`config.mk`:
```
export PLATFORM = sky130hd
export DESIGN_NAME = mem_arbiter
export DESIGN_NICKNAME = d
export VERILOG_FILES = /design/src/rtl/mem_arb_pkg.sv /design/src/rtl/mem_arb_priority.sv /design/src/rtl/mem_arbiter.sv
export SDC_FILE = /design/constraint.sdc
export NUM_CORES = 1
export LEC_CHECK = 0
export CAP_MARGIN = 30
export CORE_MARGIN = 4
export CORE_UTILIZATION = 38
export DETAILED_ROUTE_END_ITERATION = 6
export PLACE_DENSITY = 0.75
export SKIP_LAST_GASP = 1
export SLEW_MARGIN = 10
export SYNTH_ARGS = -nofsm -noshare
export SYNTH_HDL_FRONTEND = slang
export SYNTH_SLANG_ARGS = --single-unit
```
`constraint.sdc`:
```
create_clock -name CLK -period 2.3 [get_ports CLK]
set_input_delay 0.46 -clock CLK [delete_from_list [all_inputs] [get_ports CLK]]
set_output_delay 0.46 -clock CLK [all_outputs]
set_load 0.02 [all_outputs]
```
`src/rtl/mem_arb_pkg.sv`:
```
// Shared definitions for the memory-port arbiter: FSM states, grant bit
// positions and wait-state counter sizing.
package mem_arb_pkg;

    typedef enum logic [1:0] {
        ST_IDLE   = 2'd0,
        ST_ACCESS = 2'd1,
        ST_DONE   = 2'd2
    } state_t;

    localparam int unsigned GNT_IF  = 0;
    localparam int unsigned GNT_DS  = 1;
    localparam int unsigned GNT_DBG = 2;
    localparam int unsigned NUM_REQ = 3;

    localparam int unsigned WAIT_MAX = 15;
    localparam int unsigned CNT_W    = $clog2(WAIT_MAX + 1);

endpackage

```
`src/rtl/mem_arb_priority.sv`:
```
// Fixed-priority one-hot encoder for the arbiter: DS over IF over DBG.
module mem_arb_priority
    import mem_arb_pkg::*;
(
    input  logic [NUM_REQ-1:0] req,
    output logic [NUM_REQ-1:0] win
);

    always_comb begin
        win = '0;
        if (req[GNT_DS]) begin
            win[GNT_DS] = 1'b1;
        end else if (req[GNT_IF]) begin
            win[GNT_IF] = 1'b1;
        end else if (req[GNT_DBG]) begin
            win[GNT_DBG] = 1'b1;
        end
    end

endmodule

```
`src/rtl/mem_arbiter.sv`:
```
// Single memory port arbiter for fetch, data and (with MEM_ARB_DEBUG_EN defined)
// a debug requester; fixed priority, configurable wait states, registered outputs.
module mem_arbiter
    import mem_arb_pkg::*;
#(
    parameter int unsigned ADDR_W      = 16,
    parameter int unsigned DATA_W      = 16,
    parameter int unsigned WAIT_STATES = 1
) (
    input  logic              CLK,
    input  logic              RESET,
    input  logic              IF_REQ,
    input  logic [ADDR_W-1:0] IF_ADDR,
    input  logic              DS_REQ,
    input  logic              DS_WE,
    input  logic [ADDR_W-1:0] DS_ADDR,
    input  logic [DATA_W-1:0] DS_WDATA,
`ifdef MEM_ARB_DEBUG_EN
    input  logic              DBG_REQ,
    input  logic              DBG_WE,
    input  logic [ADDR_W-1:0] DBG_ADDR,
    input  logic [DATA_W-1:0] DBG_WDATA,
    output logic              DBG_ACK,
`endif
    output logic              IF_ACK,
    output logic              DS_ACK,
    output logic [2:0]        GNT,
    output logic              BUSY,
    output logic [DATA_W-1:0] RDATA,
    output logic              MEM_CS,
    output logic              MEM_WE,
    output logic [ADDR_W-1:0] MEM_ADDR,
    output logic [DATA_W-1:0] MEM_WDATA,
    input  logic [DATA_W-1:0] MEM_RDATA
);

    state_t               state_q, state_d;
    logic [CNT_W-1:0]     cnt_q, cnt_d;
    logic [NUM_REQ-1:0]   req_vec, win;
    logic [NUM_REQ-1:0]   gnt_q, gnt_d;
    logic [ADDR_W-1:0]    addr_q, addr_d;
    logic [DATA_W-1:0]    wdata_q, wdata_d;
    logic [DATA_W-1:0]    rdata_q, rdata_d;
    logic                 we_q, we_d;
    logic                 cs_q, cs_d;
    logic                 busy_q, busy_d;
    logic                 if_ack_q, if_ack_d;
    logic                 ds_ack_q, ds_ack_d;
`ifdef MEM_ARB_DEBUG_EN
    logic                 dbg_ack_q, dbg_ack_d;
`endif

    always_comb begin
        req_vec          = '0;
        req_vec[GNT_IF]  = IF_REQ;
        req_vec[GNT_DS]  = DS_REQ;
`ifdef MEM_ARB_DEBUG_EN
        req_vec[GNT_DBG] = DBG_REQ;
`endif
    end

    mem_arb_priority u_priority (
        .req (req_vec),
        .win (win)
    );

    always_comb begin
        state_d  = state_q;
        cnt_d    = cnt_q;
        gnt_d    = gnt_q;
        addr_d   = addr_q;
        wdata_d  = wdata_q;
        rdata_d  = rdata_q;
        we_d     = we_q;
        cs_d     = cs_q;
        busy_d   = busy_q;
        if_ack_d = 1'b0;
        ds_ack_d = 1'b0;
`ifdef MEM_ARB_DEBUG_EN
        dbg_ack_d = 1'b0;
`endif
        case (state_q)
            ST_IDLE: begin
                if (|win) begin
                    state_d = ST_ACCESS;
                    gnt_d   = win;
                    cnt_d   = CNT_W'(WAIT_STATES);
                    cs_d    = 1'b1;
                    busy_d  = 1'b1;
                    if (win[GNT_DS]) begin
                        addr_d  = DS_ADDR;
                        wdata_d = DS_WDATA;
                        we_d    = DS_WE;
                    end else if (win[GNT_IF]) begin
                        addr_d  = IF_ADDR;
                        we_d    = 1'b0;
                    end
`ifdef MEM_ARB_DEBUG_EN
                    else begin
                        addr_d  = DBG_ADDR;
                        wdata_d = DBG_WDATA;
                        we_d    = DBG_WE;
                    end
`endif
                end
            end
            ST_ACCESS: begin
                if (cnt_q != '0) begin
                    cnt_d = cnt_q - CNT_W'(1);
                end else begin
                    // Last access cycle: memory data is valid on this edge.
                    state_d  = ST_DONE;
                    rdata_d  = MEM_RDATA;
                    cs_d     = 1'b0;
                    we_d     = 1'b0;
                    if_ack_d = gnt_q[GNT_IF];
                    ds_ack_d = gnt_q[GNT_DS];
`ifdef MEM_ARB_DEBUG_EN
                    dbg_ack_d = gnt_q[GNT_DBG];
`endif
                end
            end
            ST_DONE: begin
                // No arbitration on this edge so requesters can drop REQ.
                state_d = ST_IDLE;
                gnt_d   = '0;
                busy_d  = 1'b0;
            end
            default: begin
                state_d = ST_IDLE;
            end
        endcase
    end

    always_ff @(posedge CLK or posedge RESET) begin
        if (RESET) begin
            state_q  <= ST_IDLE;
            cnt_q    <= '0;
            gnt_q    <= '0;
            addr_q   <= '0;
            wdata_q  <= '0;
            rdata_q  <= '0;
            we_q     <= 1'b0;
            cs_q     <= 1'b0;
            busy_q   <= 1'b0;
            if_ack_q <= 1'b0;
            ds_ack_q <= 1'b0;
`ifdef MEM_ARB_DEBUG_EN
            dbg_ack_q <= 1'b0;
`endif
        end else begin
            state_q  <= state_d;
            cnt_q    <= cnt_d;
            gnt_q    <= gnt_d;
            addr_q   <= addr_d;
            wdata_q  <= wdata_d;
            rdata_q  <= rdata_d;
            we_q     <= we_d;
            cs_q     <= cs_d;
            busy_q   <= busy_d;
            if_ack_q <= if_ack_d;
            ds_ack_q <= ds_ack_d;
`ifdef MEM_ARB_DEBUG_EN
            dbg_ack_q <= dbg_ack_d;
`endif
        end
    end

    assign IF_ACK    = if_ack_q;
    assign DS_ACK    = ds_ack_q;
`ifdef MEM_ARB_DEBUG_EN
    assign DBG_ACK   = dbg_ack_q;
`endif
    assign GNT       = gnt_q;
    assign BUSY      = busy_q;
    assign RDATA     = rdata_q;
    assign MEM_CS    = cs_q;
    assign MEM_WE    = we_q;
    assign MEM_ADDR  = addr_q;
    assign MEM_WDATA = wdata_q;

endmodule

```
==> run summary, run 1 <==
The flow ran to the end, and the final reports show no timing, DRC or antenna violations. The tree is rooted in a clkbuf_8. Peak ir drop on the vdd network: 0.670 mV. After synthesis, flip-flops and latches occupy 58.2% of the total area. The critical path goes through inv_1, ha_1, or3b_4, nor2_8, mux2_2. The initialized floorplan defines 30 standard-cell rows. From bottom edge to top edge, the die measures 91.1 um. The maximum count of clock buffers along a single path came out at 2. In the global route stage, met1 resource usage came out at 19.5%. The post-detailed-route DRC marker count was 0; the total number of yosys warnings was 0. The element type at the critical path start is a flop. TritonCTS built the clock tree.

The tools report the number of buffers inserted by post-CTS setup repair as 0. The run gives 5.39% as the global-route track usage on met3. For the final count of hold timing violations, the log shows 0. The core region is 6760 um2.

CTS built an H-tree with a depth of 3. STA puts the critical path data required time at 2.51 ns. The logs give 6400 um for the final wirelength and 2226 for the via count of the first global-routing pass. The worst register-to-register path has a depth of 5. The tools report the final setup violation count as 0. The number of DRC markers after the initial detailed-route iteration is 72, and the standby leakage power is 1.76 nW. The post-route minimum period is 1.89 ns.

In the global route stage, met2 resource usage came out at 26.2%. The cell count after synthesis came out at 200. The type of the most critical hold path was in2async.

Once the floorplan was initialized, standard cells occupied 38.8% of the core. Buffers inserted during clock tree synthesis total 9. The congestion estimate from routability-driven global placement came to 0.728. The logs give 2620 um2 for the total standard cell area after synthesis and 62 for the pin count of the biggest net entering global routing. The data arrival time at the worst-slack endpoint was 2.10 ns. Per report_power, the sequential group accounts for 33.6% of the total. After the last flow step, the layout net total stands at 401. The final max-slew violation count is 0, and the first-pass iteration count of the detailed router is 4. The destination of the worst register-to-register timing path is RDATA[14]$_DFFE_PP0P_.

In this run, synthesis inferred 0 flip-flops with an integrated enable. The logs give 0 for the initial antenna violation count and 51.9% for the part of the total power dissipated in combinational logic. The number of different library cells used by synthesis comes to 34.

The largest stage delay on the critical path is 0.43 ns. The die width is 91.1 um. Register bit total from synthesis: 61. The detail-routed via count per cell was 4.93.

After global routing, the most crowded layer is met2. In this run, post-CTS hold repair placed 0 buffers. The tree built by TritonCTS fans out to 61 sinks. Between clock sinks in the finished design, the worst skew comes to 0.0104 ns. When the netlist entered floorplanning its net count stood at 271.

Number of maximum-capacitance violations: 0. Area share of the largest cell type after synthesis: 58.2%. The startpoint identified for the worst register-to-register timing path is cnt_q[0]$_DFFE_PP0P_. Yosys attributes the largest share of cell area to dfrtp_1 (58%), mux2_2 (11%), o21ai_0 (6.9%).

After legalization and detailed placement, the total HPWL measured 4740 um. After layout, the worst path uses 82.0% of the clock period. Compared with the post-synthesis result, the final layout area differs by 56.6%. The floorplan step defined a die boundary enclosing 8290 um2. Among all stages on the critical path, the largest delay is contributed by or3b_4.

Net switching is 36.8% of the power. After detailed routing, the average wire length per cell comes to 15.5 um. Summed over all layers, the global routing overflow is 0. The total design power came out at 5.64 mW.

Summed over all nets, the switching power comes to 2.07 mW. The detail route stage leaves a number of antenna-violating nets equal to 0. The setup path with the least slack is of type reg2reg.

The clock insertion delay at the later pin of the skew report came out at 0.33 ns. Setup repair after global routing left no endpoint under its margin. The fraction of final layout cells sized beyond drive strength 1 came out at 17.4%.

STA classifies the critical path endpoint as a flop. Input and output buffers added on the ports amount to 123. The tools report the summed negative setup slack over all endpoints as 0 ns. The run gives 64.3% as the relative max-transition margin.

The mean post-synth cell area was 13.1 um2. The number of antenna cells inserted is 0, and the highest fanout seen on the critical path is 18. The run gives 2037 as the overall via count from detail_route. dfrtp_1 takes more of the synthesized area than any other cell. Actual transition at the worst max-transition pin: 0.536 ns.

The most used flip-flop cell after synthesis is dfrtp_1. Number of gates resized after cts: 0. The tools report the reg2reg setup slack as 0.41 ns.

By count the netlist is led by dfrtp_1 (61), o21ai_0 (36), mux2_2 (25). The total power divided by cell area works out to 1370 nW/um2. Internal power comes to 3.57 mW. The first global-routing pass estimated 10700 um of wire. Clock-pin slew was measured on the worst setup and hold paths at 0.07 ns. The overall global routing resource usage came out at 16.1%. Across all hold checks on the routed design, the worst slack comes to 0.494 ns. The fraction of registers with async set/reset works out to 100%. The share of total power dissipated in the clock network is 14.4%. Peak clock frequency supported by timing: 0.530 GHz.

Yosys instantiated no cell more often than dfrtp_1. The total I/O pin count came out at 125.
-- how the worst max path moves through the flow --
stage	slack [ns]	end	startpoint
2_1_floorplan	0.33	BUSY$_DFFE_PP0P_	RESET
3_5_place_dp	0.39	RDATA[8]$_DFFE_PP0P_	cnt_q[0]$_DFFE_PP0P_
5_1_grt	0.29	RDATA[9]$_DFFE_PP0P_	cnt_q[0]$_DFFE_PP0P_
6_report	0.41	RDATA[14]$_DFFE_PP0P_	cnt_q[0]$_DFFE_PP0P_
3_3_place_gp	0.44	MEM_WDATA[6]$_DFFE_PP0P_	DS_REQ
4_1_cts	0.39	RDATA[14]$_DFFE_PP0P_	cnt_q[0]$_DFFE_PP0P_
-- metrics by stage --
stage	instance area, um2	instances	utilization [%]	worst slack, ns
final	4110	413	60.8	0.414
after CTS	4110	413	60.8	0.386
after floorplan	2620	200	-	0.327
after global routing	4110	413	60.8	0.293
after detailed placement	3940	399	58.4	0.395
after global placement	3940	399	58.4	0.438
-- routing by layer --
layer  vias to the layer above  part of all wire [%]
li1                        967                     -
met1                       985                    41
met2                        78                    50
met3                         7                   7.9
met4                         0                   1.2
met5                         -                     0
-- registers in the layout (all words and copies together), names as in the netlist --
register,count
MEM_CS,1
BUSY,1
MEM_WDATA,16
GNT,2
cnt_q,4
IF_ACK,1
RDATA,16
state_q,2
MEM_WE,1
MEM_ADDR,16
DS_ACK,1
-- critical path: cells and delay by family (launching register included) --
family        cells  cell delay, ns
buf+inv           1            0.11
mux               1            0.38
fa+ha+maj         1            0.17
flops             1            0.37
simple gates      2            0.74
-- kinds of logic (layout without fill, tap and decap cells) --
| family | Yosys count | in the layout | synth area share (%) |
|---|---|---|---|
| fa+ha+maj | 2 | 2 | 0.954 |
| mux | 49 | 49 | 21.4 |
| other cells | 1 | 1 | 0.143 |
| buf+inv | 17 | 150 | 3.91 |
| compound gates | 43 | 43 | 9.02 |
| simple gates | 27 | 27 | 6.35 |
| flops | 61 | 61 | 58.2 |
-- power by group through the flow --
stage | combinational, mW | sequential (mW) | clock, mW
after global routing | 3.14 | 1.98 | 0.889
after CTS | 2.98 | 1.91 | 0.842
after floorplan | 1.09 | 2.46 | 0
final | 2.93 | 1.90 | 0.814
after detailed placement | 2.97 | 1.91 | 0
after global placement | 2.91 | 1.89 | 0
-- area by class of cell --
type	instances	area, um2
Clock buffer	12	155
Multi-Input combinational cell	122	993
Inverter	5	18.8
Fill cell	579	2650
Sequential cell	61	1530
Clock inverter	2	10.0
Tap cell	80	100
Timing Repair Buffer	131	1300
-- layout by cell type (no fill, tap or decap), drive strengths merged, types with 5 or more instances in the layout --
cell / count
clkdlybuf4s50: 123
dfrtp: 61
o21ai: 36
mux2: 33
mux2i: 16
clkbuf: 12
buf: 8
nor2: 6
inv: 5
No activity file was read; power rests on OpenSTA's default activity.
==> run 2: changes to the inputs <==
--- a/config.mk
+++ b/config.mk
@@ -7,9 +7,9 @@
 export LEC_CHECK = 0
 export CAP_MARGIN = 30
 export CORE_MARGIN = 4
-export CORE_UTILIZATION = 38
+export CORE_UTILIZATION = 37
 export DETAILED_ROUTE_END_ITERATION = 6
-export PLACE_DENSITY = 0.75
+export PLACE_DENSITY = 0.77
 export SKIP_LAST_GASP = 1
 export SLEW_MARGIN = 10
 export SYNTH_ARGS = -nofsm -noshare
==> constraint.sdc (replaced) <==
create_clock -name CLK -period 1.7 [get_ports CLK]
set_input_delay 0.34 -clock CLK [delete_from_list [all_inputs] [get_ports CLK]]
set_output_delay 0.34 -clock CLK [all_outputs]
set_load 0.02 [all_outputs]
==> run 2 against run 1 <==
The run now ends with setup timing left. Clock skew down 0.0044 ns. Die area up 2.5%. Sequential power up 35%. Sequential cell count unchanged. Fmax up 8.4%.
==> run summary, run 2 (synthesized netlist as in run 1, its figures left out) <==
The flow ran to the end, but the final reports show violations. The final reports fail on setup timing. The startpoint identified for the worst register-to-register timing path is cnt_q[0]$_DFFE_PP0P_. The starting density of the core is 38.4%, and the worst reg2reg path depth is 6. For the post-layout net count, the log shows 418. The top cell types in the final layout, fill and taps aside, are clkdlybuf4s50_1 (116), dfrtp_1 (61), o21ai_0 (35). Clock tree synthesis found a total of 61 sinks.

Detailed routing placed a total of 3310 um of wire on met2. The detail-routed via count per cell is 4.75, and the number of port buffers is 123. After detailed routing, the total wire length is 6720 um.

The final critical path takes up 102% of the cycle. Of the cells placed in the final design, the portion with a size suffix greater than 1 is 22.7%. The total area inside the core boundary comes to 6830 um2. In this run the worst path has a maximum fanout of 10. The count of cells in the finished layout, fillers not included, comes to 448. The logs give 0 for the final count of hold timing violations and 3 for the total number of H-tree levels. Hold is met by 0.420 ns. For this run, design rule violations remaining after detail routing come to 0. Setup repair after global routing could not meet its margin everywhere. The tools report the first-pass GRT wire length as 10700 um. The worst setup path is launched from a flop. In this run the horizontal extent of the chip is 92.2 um. Wire segments on met3 add up to 543 um in the final route.

The run gives 0.33 ns as the clock insertion delay at the later pin of the skew report. Sort of element at the end of the critical path: a flop. Data on the critical path arrives at its endpoint at 1.95 ns. Dividing total power by cell area gives a power density of 1900 nW/um2. Destination of the worst register-to-register timing path: RDATA[8]$_DFFE_PP0P_.

The top layer reached by signal wires was met4. The number of placed instances, taps included came out at 428. Critical path class: reg2reg. The overall global routing resource usage was 16.1%. The number of antenna diodes in the final layout is 0. TritonCTS built the clock tree. The total grt overflow is 0.

The wire length on met1 is 2740 um, and the overall via count from detail_route is 2129. Compared with the post-synthesis result, the final layout area differs by 66.8%. The number of DRC markers after the initial detailed-route iteration came out at 107. Most common cell after layout, fill and taps aside: clkdlybuf4s50_1. The post-route cell area came out at 4370 um2. The run gives -0.04 ns as the reg2reg setup slack. At the worst endpoint, the required time is 1.91 ns. In the final routed layout, each cell accounts on average for 15.0 um. The final max-slew violation count is 0.

For this run, the top clock speed supported by timing is 0.575 GHz. After floorplanning, the core was divided into 30 placement rows. Setup violations remaining at the end of the flow were counted as 8.

Clock tree synthesis inserted a total of 9 buffers. The worst path in the final design needs a cycle of 1.74 ns, including I/O delays and setup. The root cell of the clock tree was clkbuf_8. The final RePlAce weighted congestion was 0.863; the peak ir drop on the vdd network was 0.963 mV. The remaining antenna violation count is 0, and the worst-case setup margin in the final layout is -0.0404 ns. The via count of the first global-routing pass is 2274, and the clock skew is 0.00599 ns.

Across the run, the number of max-cap violations was 0. The first detailed-routing pass ran for 4 iterations. Area of the die: 8500 um2.

The pin count of the biggest net entering global routing is 37, and the vertical die dimension is 92.2 um. For this design the static power due to leakage is 1.94 nW. The initial antenna violation count is 0, and the detailed placement HPWL is 5080 um. The total I/O pin count is 125, and the area of placed instances is 4090 um2. The longest clock path from root to sink contains 2 buffers.

The clock transition time at the flip-flop clock pins of the worst setup and hold paths came out at 0.06 ns. The type of the most critical hold path was in2async.
[run 2: cell count changes in the layout (fill, tap and decap cells not counted), sizes merged]
cell | before | now
dlymetal6s2s | 0 | 6
buf | 8 | 25
inv | 5 | 4
clkdlybuf4s50 | 123 | 116
bufinv | 0 | 2
clkinvlp | 0 | 1
dlygate4sd2 | 0 | 1
[run 2: worst max-delay path, cell delays in order, from the launching register on]
cell,delay (ns)
dfrtp_1,0.39
inv_2,0.08
ha_4,0.13
or3b_4,0.40
nor2_8,0.14
buf_12,0.15
mux2_2,0.33
[run 2: where the power goes]
part / switching [mW] / internal (mW) / total [mW]
Clock: 0.531 / 0.901 / 1.43
Combinational: 1.99 / 2.32 / 4.31
Sequential: 0.397 / 2.17 / 2.56
Total: 2.92 / 5.39 / 8.30
[run 2: layout make-up]
type / count / area (um2)
flip-flops and latches: 61 / 1530
clock buffers: 12 / 155
fillers: 556 / 2460
inverters: 5 / 22.5
repair buffers: 148 / 1470
clock inverters: 4 / 70.1
well taps: 96 / 120
multi-input cells: 122 / 1010
[run 2: worst max path at each step]
stage,from,endpoint,slack [ns],cells after the start
6_report,cnt_q[0]$_DFFE_PP0P_,RDATA[8]$_DFFE_PP0P_,-0.04,6
4_1_cts,cnt_q[0]$_DFFE_PP0P_,RDATA[8]$_DFFE_PP0P_,-0.04,6
3_5_place_dp,DS_REQ,MEM_ADDR[0]$_DFFE_PP0P_,-0.13,5
5_1_grt,cnt_q[0]$_DFFE_PP0P_,RDATA[15]$_DFFE_PP0P_,-0.09,6
2_1_floorplan,cnt_q[1]$_DFFE_PP0P_,RDATA[0]$_DFFE_PP0P_,-0.02,6
3_3_place_gp,DS_REQ,MEM_ADDR[0]$_DFFE_PP0P_,-0.10,5
[run 2: timing repair]
action                     4_1_cts  5_1_grt
gates cloned                     0        0
gates resized for setup          5        6
setup buffers                    2        2
hold buffers                     0        0
setup endpoints to repair       17       22
[run 2: metal layers]
metal	vias up	GRT usage (%)
met4	0	7.92
li1	1009	-
met5	-	0
met3	10	5.74
met2	76	26.0
met1	1034	18.9
[run 2: per-stage QoR]
stage          setup TNS (ns)  utilization, %  total power [mW]  setup WS (ns)
5_1_grt                 -1.01            64.0              8.80        -0.0949
3_3_place_gp            -1.59            59.9              6.78         -0.105
2_1_floorplan          -0.121               -              4.80        -0.0151
4_1_cts                -0.243            63.6              8.39        -0.0440
6_report               -0.246            64.0              8.30        -0.0404
3_5_place_dp            -2.32            59.9              6.86         -0.127
==> run 3: changes to the inputs <==
--- a/config.mk
+++ b/config.mk
@@ -6,7 +6,6 @@
 export NUM_CORES = 1
 export LEC_CHECK = 0
 export CAP_MARGIN = 30
-export CORE_MARGIN = 4
 export CORE_UTILIZATION = 37
 export DETAILED_ROUTE_END_ITERATION = 6
 export PLACE_DENSITY = 0.77
==> run 3 against run 2 <==
The run still ends with setup timing left. Via count down 0.94%. Sequential share of layout area grew 0.16 points. Worst hold slack lost 0.0070 ns. Global-route usage up 2.3 points. Die area shrank 13%. Utilization shrank 0.29 points. Clock skew rose by 0.0018 ns. Cell count is the same. Setup slack improved by 0.0062 ns. Critical endpoint is now RDATA[15]$_DFFE_PP0P_. Largest cell class unchanged.
==> run summary, run 3 (synthesized netlist as in run 1, its figures left out) <==
The run finished, with violations left. The checks that failed: setup timing. The total clock buffers created by CTS is 9.

In the final routed layout, each cell accounts on average for 14.3 um. The run gives 0.33 ns as the clock insertion delay at the later pin of the skew report. The worst endpoint required time was 1.91 ns; the first-pass GRT wire length was 10400 um. In the layout the commonest cells are clkdlybuf4s50_1 (116), dfrtp_1 (61), o21ai_0 (35). The final setup violation count is 14, and the post-route minimum period is 1.73 ns. Across the run, the number of max-cap violations was 0.

Worst-case setup margin in the final layout: -0.0342 ns. The clock passes through at most 2 buffers. Clock-pin slew was measured on the worst setup and hold paths at 0.07 ns.

The area growth from synthesis to final layout works out to 66.0%. The final layout contains 418 nets. Type of the most critical hold path: in2async.

The fraction of final layout cells sized beyond drive strength 1 was 22.7%. The run gives 4 as the first-pass iteration count of the detailed router. The worst setup path is launched from a flop. The tools report the area of placed instances as 4090 um2. TritonCTS built the clock tree.

The peak ir drop on the vdd network is 1.07 mV. For the total number of H-tree levels, the log shows 3. The floorplan step defined a die boundary enclosing 7430 um2.

The initial antenna violation count is 0, and the standby leakage power is 1.93 nW. Post-route clock period utilization: 102%. For this block, the initial DRC count from the detailed router was 125. The core region is 6830 um2. Entering global routing, the biggest net connects 62 pins.

The number of port buffers came out at 123. The die is 86.2 um wide. Static timing analysis puts the maximum clock frequency at 0.577 GHz.

The library cell used most frequently in the layout, excluding fill and tap cells, is clkdlybuf4s50_1. The final max-slew violation count is 0, and the clock skew is 0.00775 ns. For the total grt overflow, the log shows 0. For this design, the sink count on the clock tree is 61. Once detail routing completed, the nets flagged for antenna violations numbered 0. The run gives -0.361 ns as the summed negative setup slack over all endpoints. The highest fanout seen on the critical path is 8.

Summed over all layers, the routed wires come to 6410 um. Dividing the detail-routed via count by the number of cells gives 4.71. Cells fill 63.7% of the core in the end. Data on the critical path arrives at its endpoint at 1.95 ns. The worst setup path is of the reg2reg kind. At the end of routability-driven placement, the weighted congestion stood at 0.753. Summing over every cut layer, the via total after detailed routing is 2109. The tightest hold margin was 0.413 ns; the post-detailed-route DRC marker count was 0. The die is 86.2 um tall. The tools report the via count of the first global-routing pass as 2140. In this run the clock root is driven by a clkbuf_8. The run gives 8.06 mW as the total design power. The tools report the sort of element at the end of the critical path as a flop. For the post-route cell area, the log shows 4350 um2.

Setup repair after global routing could not meet its margin everywhere. For the number of rows created at floorplan, the log shows 30. For this run, the total global-route usage over all layers was measured as 18.3%. OpenSTA, run right after detailed placement, puts the worst setup slack at -0.0620 ns. The wire-length estimate of the detail-placed layout is 4580 um. The final count of hold timing violations was 0; the number of placed instances, taps included was 426.

The post-layout instance count excluding filler cells was 448. The tools report the starting density of the core as 38.4%. The number of antenna cells inserted was 0; the total power divided by cell area was 1850 nW/um2. The total I/O pin count came out at 125.
## run 3: worst paths after layout
kind	start	end	slack, ns	depth (start not counted)
worst max-delay path	cnt_q[0]$_DFFE_PP0P_	RDATA[15]$_DFFE_PP0P_	-0.03	6
worst min-delay path	RESET	MEM_WDATA[13]$_DFFE_PP0P_	0.41	3
worst max register to register	cnt_q[0]$_DFFE_PP0P_	RDATA[15]$_DFFE_PP0P_	-0.03	6
worst min register to register	MEM_WDATA[0]$_DFFE_PP0P_	MEM_WDATA[0]$_DFFE_PP0P_	0.50	1
max in group asynchronous	RESET	RDATA[8]$_DFFE_PP0P_	0.99	3
min in group CLK	MEM_WDATA[0]$_DFFE_PP0P_	MEM_WDATA[0]$_DFFE_PP0P_	0.50	1
## run 3: layout make-up
cell class	count	area, um2
Multi-Input combinational cell	122	1040
Sequential cell	61	1530
Fill cell	553	2480
Clock inverter	5	27.5
Tap cell	96	120
Timing Repair Buffer	148	1490
Clock buffer	11	131
Inverter	5	22.5
## run 3: metal layers
metal  vias to the layer above  global-route usage, %  share of wire [%]
li1                       1003                      -                  -
met1                      1018                   22.6                 42
met2                        75                   30.0                 50
met3                        13                   6.00                6.9
met4                         0                   6.97                1.8
met5                         -                      0                  0
## run 3: worst max-delay path, stage by stage, from the launching register on
cell and delay (ns):
dfrtp_1 0.39, inv_2 0.09, ha_4 0.13, or3b_4 0.41, nor2_8 0.15, buf_12 0.15
mux2_4 0.29
## run 3: report_power, final
part	leakage (nW)	switching [mW]	internal, mW
logic	1.12	2.00	2.43
clock network	0.0829	0.551	0.519
registers	0.731	0.396	2.17
total	1.93	2.95	5.11
## run 3: what timing repair did
action / in CTS / in global routing
gates resized for setup: 14 / 7
setup buffers: 3 / 3
pin swaps: 2 / 2
hold buffers: 0 / 0
setup endpoints to repair: 17 / 23
==> RTL change 1, RTL diff (flow settings as in run 2) <==
Reset style: synchronous (`RESET`), changed in one clocked block.
--- a/src/rtl/mem_arbiter.sv
+++ b/src/rtl/mem_arbiter.sv
@@ -134,3 +134,3 @@
 
-    always_ff @(posedge CLK or posedge RESET) begin
+    always_ff @(posedge CLK) begin
         if (RESET) begin
Behaviour: differs if RESET is asserted again (counterexample within 4 cycles, from zero or initial values and one cycle with RESET high); with RESET held inactive, the same outputs for 10 cycles.
==> RTL change 1 against run 2 <==
Synthesized area shrank 1.3%; wire length increased by 7.1%; non-clock buffer count decreased by 5; final area is 3.8% lower; sequential cell count unchanged; die area shrank 1.2%; first-iteration DRC count down 4.7%; setup slack better by 0.085 ns; highest routed layer unchanged.
Power is not compared: it rests on default switching activity, and its combinational part moved more than twofold at a synthesized area within 25%.
==> RTL change 1: results (changes against run 2) <==
placed_design:
  placedCellCount: 509  # +19%
  pre_cts_ws_ns: -0.167  # -0.0405 ns
  dp.final_hpwl_mm: 5.29  # +4.1%
synthesis:
  async_flop_share_pct: 0  # -100 points
  seq_area_frac_synth_pct: 47.2  # -11 points
  syn_inst: 299  # +50%
  syn_nets: 370  # +37%
  ys.flop_type: "dfxtp_1"
  synth_common_cells: "61 x dfxtp_1, 51 x a21oi_1, 34 x nand2_1"
  netlist_top_cells_area: "dfxtp_1 47%, a21oi_1 9.9%, o21ai_1 6.4%, mux2i_1 6.2%, nand2_1 4.9%"
  ys_types: 38  # +12%
power:
  p_leak_nw: 1.63
routing:
  drt_iter0_markers: 102  # -4.7%
  firstDrtPassIters: 4  # unchanged
  viasPerCell: 4.90  # +3.0%
  drt_wl_total_mm: 7.20  # +7.1%
critical_path:
  crit_fanout: 3  # -7
  critPathTopFamily: "buffers and inverters"
  reg2regPathDepth: 3  # -3
  rrSetupSlack_ns: 0.10  # +0.14 ns
  r2r-start: "state_q[0]"
  critical_path.slowest_cell: "clkdlybuf4s50_1"
  worstPathArrival_ns: 1.32  # -0.63 ns
grt:
  grt_pass1_wl_mm: 11.9  # +12%
  gr-usage-all-layers_pct: 17.4  # +1.4 points
  grt_pass1_vias: 2487  # +9.4%
  grt_max_degree: 25  # -32%
hold_path:
  hold_path_class: "in2reg"
sta:
  finalSetupTns_ns: 0  # +0.246 ns
  fin_skew_ns: 0.00914  # +0.00315 ns
  hold-worst-slack_ns: 0.388  # -0.0313 ns
cells_and_area:
  layout-drive-gt1-share_pct: 9.32  # -13 points
  fin_util_pct: 61.9  # -2.1 points
  layout.cells.non_filler: 525  # +17%
  filler_cell_count: 604  # +8.6%
  nets: 495  # +18%
clocking:
  clockBufferDepth: 2  # unchanged
  cts_setup_buffers: 0  # -2
run_status:
  status: "complete, no violations"
RTL change 1: changes by cell type after synthesis, sizes merged, moves of 8 or more:
| cell | change |
|---|---|
| a21oi | +51 |
| buf | +9 |
| clkbuf | +8 |
| dfrtp | -61 |
| dfxtp | +61 |
| mux2 | -33 |
| nand2 | +31 |
| nand3 | +15 |
| or3 | +16 |
RTL change 1: worst max path at each step:
stage | startpoint | to | slack [ns] | depth (start not counted)
final | GNT[0] | GNT[0] | 0.04 | 1
after global placement | DS_REQ | MEM_ADDR[14] | -0.16 | 5
after global routing | state_q[0] | DS_ACK | -0.02 | 3
after CTS | GNT[1] | GNT[1] | 0.0006 | 1
after floorplan | cnt_q[0] | RDATA[10] | 0.23 | 7
after detailed placement | DS_REQ | MEM_ADDR[10] | -0.17 | 5
RTL change 1: metal layers:
layer | GRT usage [%] | part of all wire, %
met1 | 21.5 | 43
met2 | 28.9 | 49
met3 | 4.59 | 6.9
met4 | 6.91 | 1.8
met5 | 0 | 0
RTL change 1: area by class of cell:
type | instances | area, µm² | share of cell area, %
repair buffers | 143 | 1390 | 33.1
clock inverters | 7 | 138 | 3.27
multi-input cells | 204 | 1190 | 28.3
inverters | 5 | 18.8 | 0.446
clock buffers | 9 | 124 | 2.94
well taps | 96 | 120 | 2.85
flip-flops and latches | 61 | 1220 | 29.0
RTL change 1: kinds of logic (layout without fill, tap and decap cells):
group / after synthesis / in the layout / synth area share [%]
and+or+nand+nor: 89 / 89 / 18.0
buffers and inverters: 34 / 164 / 7.20
AOI/OAI and AO/OA: 96 / 96 / 20.3
DFF: 61 / 61 / 47.2
other: 1 / 1 / 0.145
muxes: 16 / 16 / 6.19
adders and majority gates: 2 / 2 / 0.966
RTL change 1: through the flow:
stage	total power [W]	area, µm²
floorplan	0.00235	2590
global placement	0.00290	3940
detailed placement	0.00292	3940
CTS	0.00461	4200
global route	0.00480	4210
finish	0.00456	4210
RTL change 1: power breakdown:
part           total [W]  internal [W]  switching, W
sequential       0.00166       0.00157     0.0000867
clock            0.00167       0.00112      0.000555
combinational    0.00123      0.000608      0.000624
==> RTL change 2, RTL diff (settings of run 2) <==
Without the edit above. The parameter `DATA_W` goes from 16 to 20.
--- a/src/rtl/mem_arbiter.sv
+++ b/src/rtl/mem_arbiter.sv
@@ -6,3 +6,3 @@
     parameter int unsigned ADDR_W      = 16,
-    parameter int unsigned DATA_W      = 16,
+    parameter int unsigned DATA_W      = 20,
     parameter int unsigned WAIT_STATES = 1
Interface: changed (resized DS_WDATA, MEM_RDATA, MEM_WDATA and RDATA); port bits go from 125 to 141. The function was not compared with the original's and may differ.
==> RTL change 2 against run 2 <==
The flow still finishes with violations (setup timing); sequential cell count rose by 8; setup slack better by 0.013 ns; power grew 10%; wire length increased by 14%; via count rose by 9.0%; sequential share of layout area grew 0.41 points; critical path depth unchanged; final area rose by 12%; synthesized area increased by 13%; die area rose by 12%; sequential power up 14%; critical endpoint is now RDATA[0]; largest cell class unchanged.
==> RTL change 2: results (changes against run 2) <==
grt:
  grt_max_degree: 32  # -14%
  gr-usage-all-layers_pct: 16.1  # +0.070 points
  antenna_found_initial: 0  # unchanged
  grt_pass1_vias: 2563  # +13%
  grt_pass1_wl_mm: 12.4  # +16%
synthesis:
  syn_nets: 296  # +9.2%
  synth_compound_area_share_pct: 7.98  # -1.0 points
  ys.flop_type: "dfrtp_1"
  synth_fa_ha_area_share_pct: 0.844  # -0.11 points
  seq_area_frac_synth_pct: 58.3  # about the same
  synth_common_cells: "69 x dfrtp_1, 36 x o21ai_0, 23 x mux2_2"
  muxShareOfSynthArea_pct: 23.3  # +1.8 points
  yosysWarnings: 0  # unchanged
  async_flop_share_pct: 100  # unchanged
  netlist_top_cells_area: "dfrtp_1 58%, mux2_4 9.1%, mux2_2 8.7%, o21ai_0 6.1%, mux2i_1 5.4%"
  ys_types: 34  # unchanged
  synth_xor_area_share_pct: 0  # unchanged
routing:
  routed.top_layer: "met4"
  wl_met1_mm: 3.12  # +14%
  post_drt_wl_per_cell_um: 15.8  # +5.1%
  wl_met2_mm: 3.97  # +20%
  drt_iter0_markers: 57  # -47%
  viasPerCell: 4.77  # +0.29%
  firstDrtPassIters: 4  # unchanged
  met3_length_um: 528  # -2.8%
critical_path:
  crit_path_max_incr_delay_ns: 0.41
  worstPathArrival_ns: 1.93  # -0.02 ns
  crit_fanout: 5  # -5
  critical_path.slowest_cell: "or3b_4"
  critPathTopFamily: "simple AND/OR/NAND/NOR gates"
clocking:
  clock_tree.root_cell: "clkbuf_8"
  htreeDepth: 3  # unchanged
  clk_pin_slew_ns: 0.09  # +0.03 ns
  cts_resized: 8  # +3
  clock_latency_ns: 0.33  # about the same
  cts_setup_buffers: 3  # +1
  clockBufferDepth: 2  # unchanged
  cts-buffers-inserted: 9  # unchanged
cells_and_area:
  antenna_cells: 0  # unchanged
  nets: 459  # +9.8%
  layout-drive-gt1-share_pct: 23.6  # +0.91 points
  filler_cell_count: 604  # +8.6%
power:
  ir_worst_vdd_uv: 785  # -19%
  p_leak_nw: 2.22  # +15%
placed_design:
  place_area_mm2: 0.00461  # +13%
  dp.final_hpwl_mm: 5.88  # +16%
  pre_cts_ws_ns: -0.0539  # +0.0727 ns
  globalplace.congestion: 0.773  # -10%
  io_buffers: 139  # +13%
sta:
  finalSetupTns_ns: -0.104  # +0.142 ns
  fin_skew_ns: 0.0158  # +0.00982 ns
  post-route-worst-setup-slack_ns: -0.0271  # +0.0133 ns
  finalSetupViolations: 9  # +1
run_status:
  status: "finished with violations"
  violations: "setup timing"
hold_path:
  hold_path_class: "in2async"
-- RTL change 2: cell count changes in the layout (fill, tap and decap cells not counted), moves of 2 or more --
cell / run 2 / this run
clkbuf_8: 11 / 9
clkdlybuf4s50_1: 116 / 124
clkinv_4: 0 / 3
clkinvlp_4: 1 / 3
dfrtp_1: 61 / 69
dlymetal6s2s_1: 6 / 13
mux2_2: 25 / 21
mux2_4: 8 / 20
-- RTL change 2: worst paths after layout --
kind	from	end	slack (ns)	cells after the start
worst max-delay path	cnt_q[0]	RDATA[0]	-0.03	6
worst min-delay path	RESET	RDATA[14]	0.36	2
worst max register to register	cnt_q[0]	RDATA[0]	-0.03	6
worst min register to register	MEM_ADDR[9]	MEM_ADDR[9]	0.50	2
max in group asynchronous	RESET	DS_ACK	0.82	3
min in group CLK	MEM_ADDR[9]	MEM_ADDR[9]	0.50	2
-- RTL change 2: layer usage --
metal | GRT usage (%) | vias to the layer above
met1 | 18.8 | 1132
li1 | - | 1095
met5 | 0 | -
met4 | 4.47 | 0
met2 | 29.3 | 87
met3 | 4.02 | 7
-- RTL change 2: power breakdown --
group          leakage (nW)  internal (W)  switching (W)
Sequential            0.824       0.00246       0.000476
Clock                0.0954      0.000682       0.000633
Combinational          1.30       0.00269        0.00223
Total                  2.22       0.00583        0.00334
-- RTL change 2: stage by stage --
| step | utilization (%) | cells |
|---|---|---|
| after floorplan | - | 217 |
| after global placement | 59.4 | 468 |
| after detailed placement | 59.4 | 468 |
| after CTS | 62.5 | 487 |
| after global routing | 63.0 | 487 |
| final | 63.0 | 487 |
-- RTL change 2: cell type report --
type	count	share of cell area (%)
Sequential cell	69	35.3
Tap cell	102	2.61
Timing Repair Buffer	165	34.2
Multi-Input combinational cell	130	23.4
Clock buffer	9	2.53
Inverter	5	0.460
Clock inverter	7	1.56
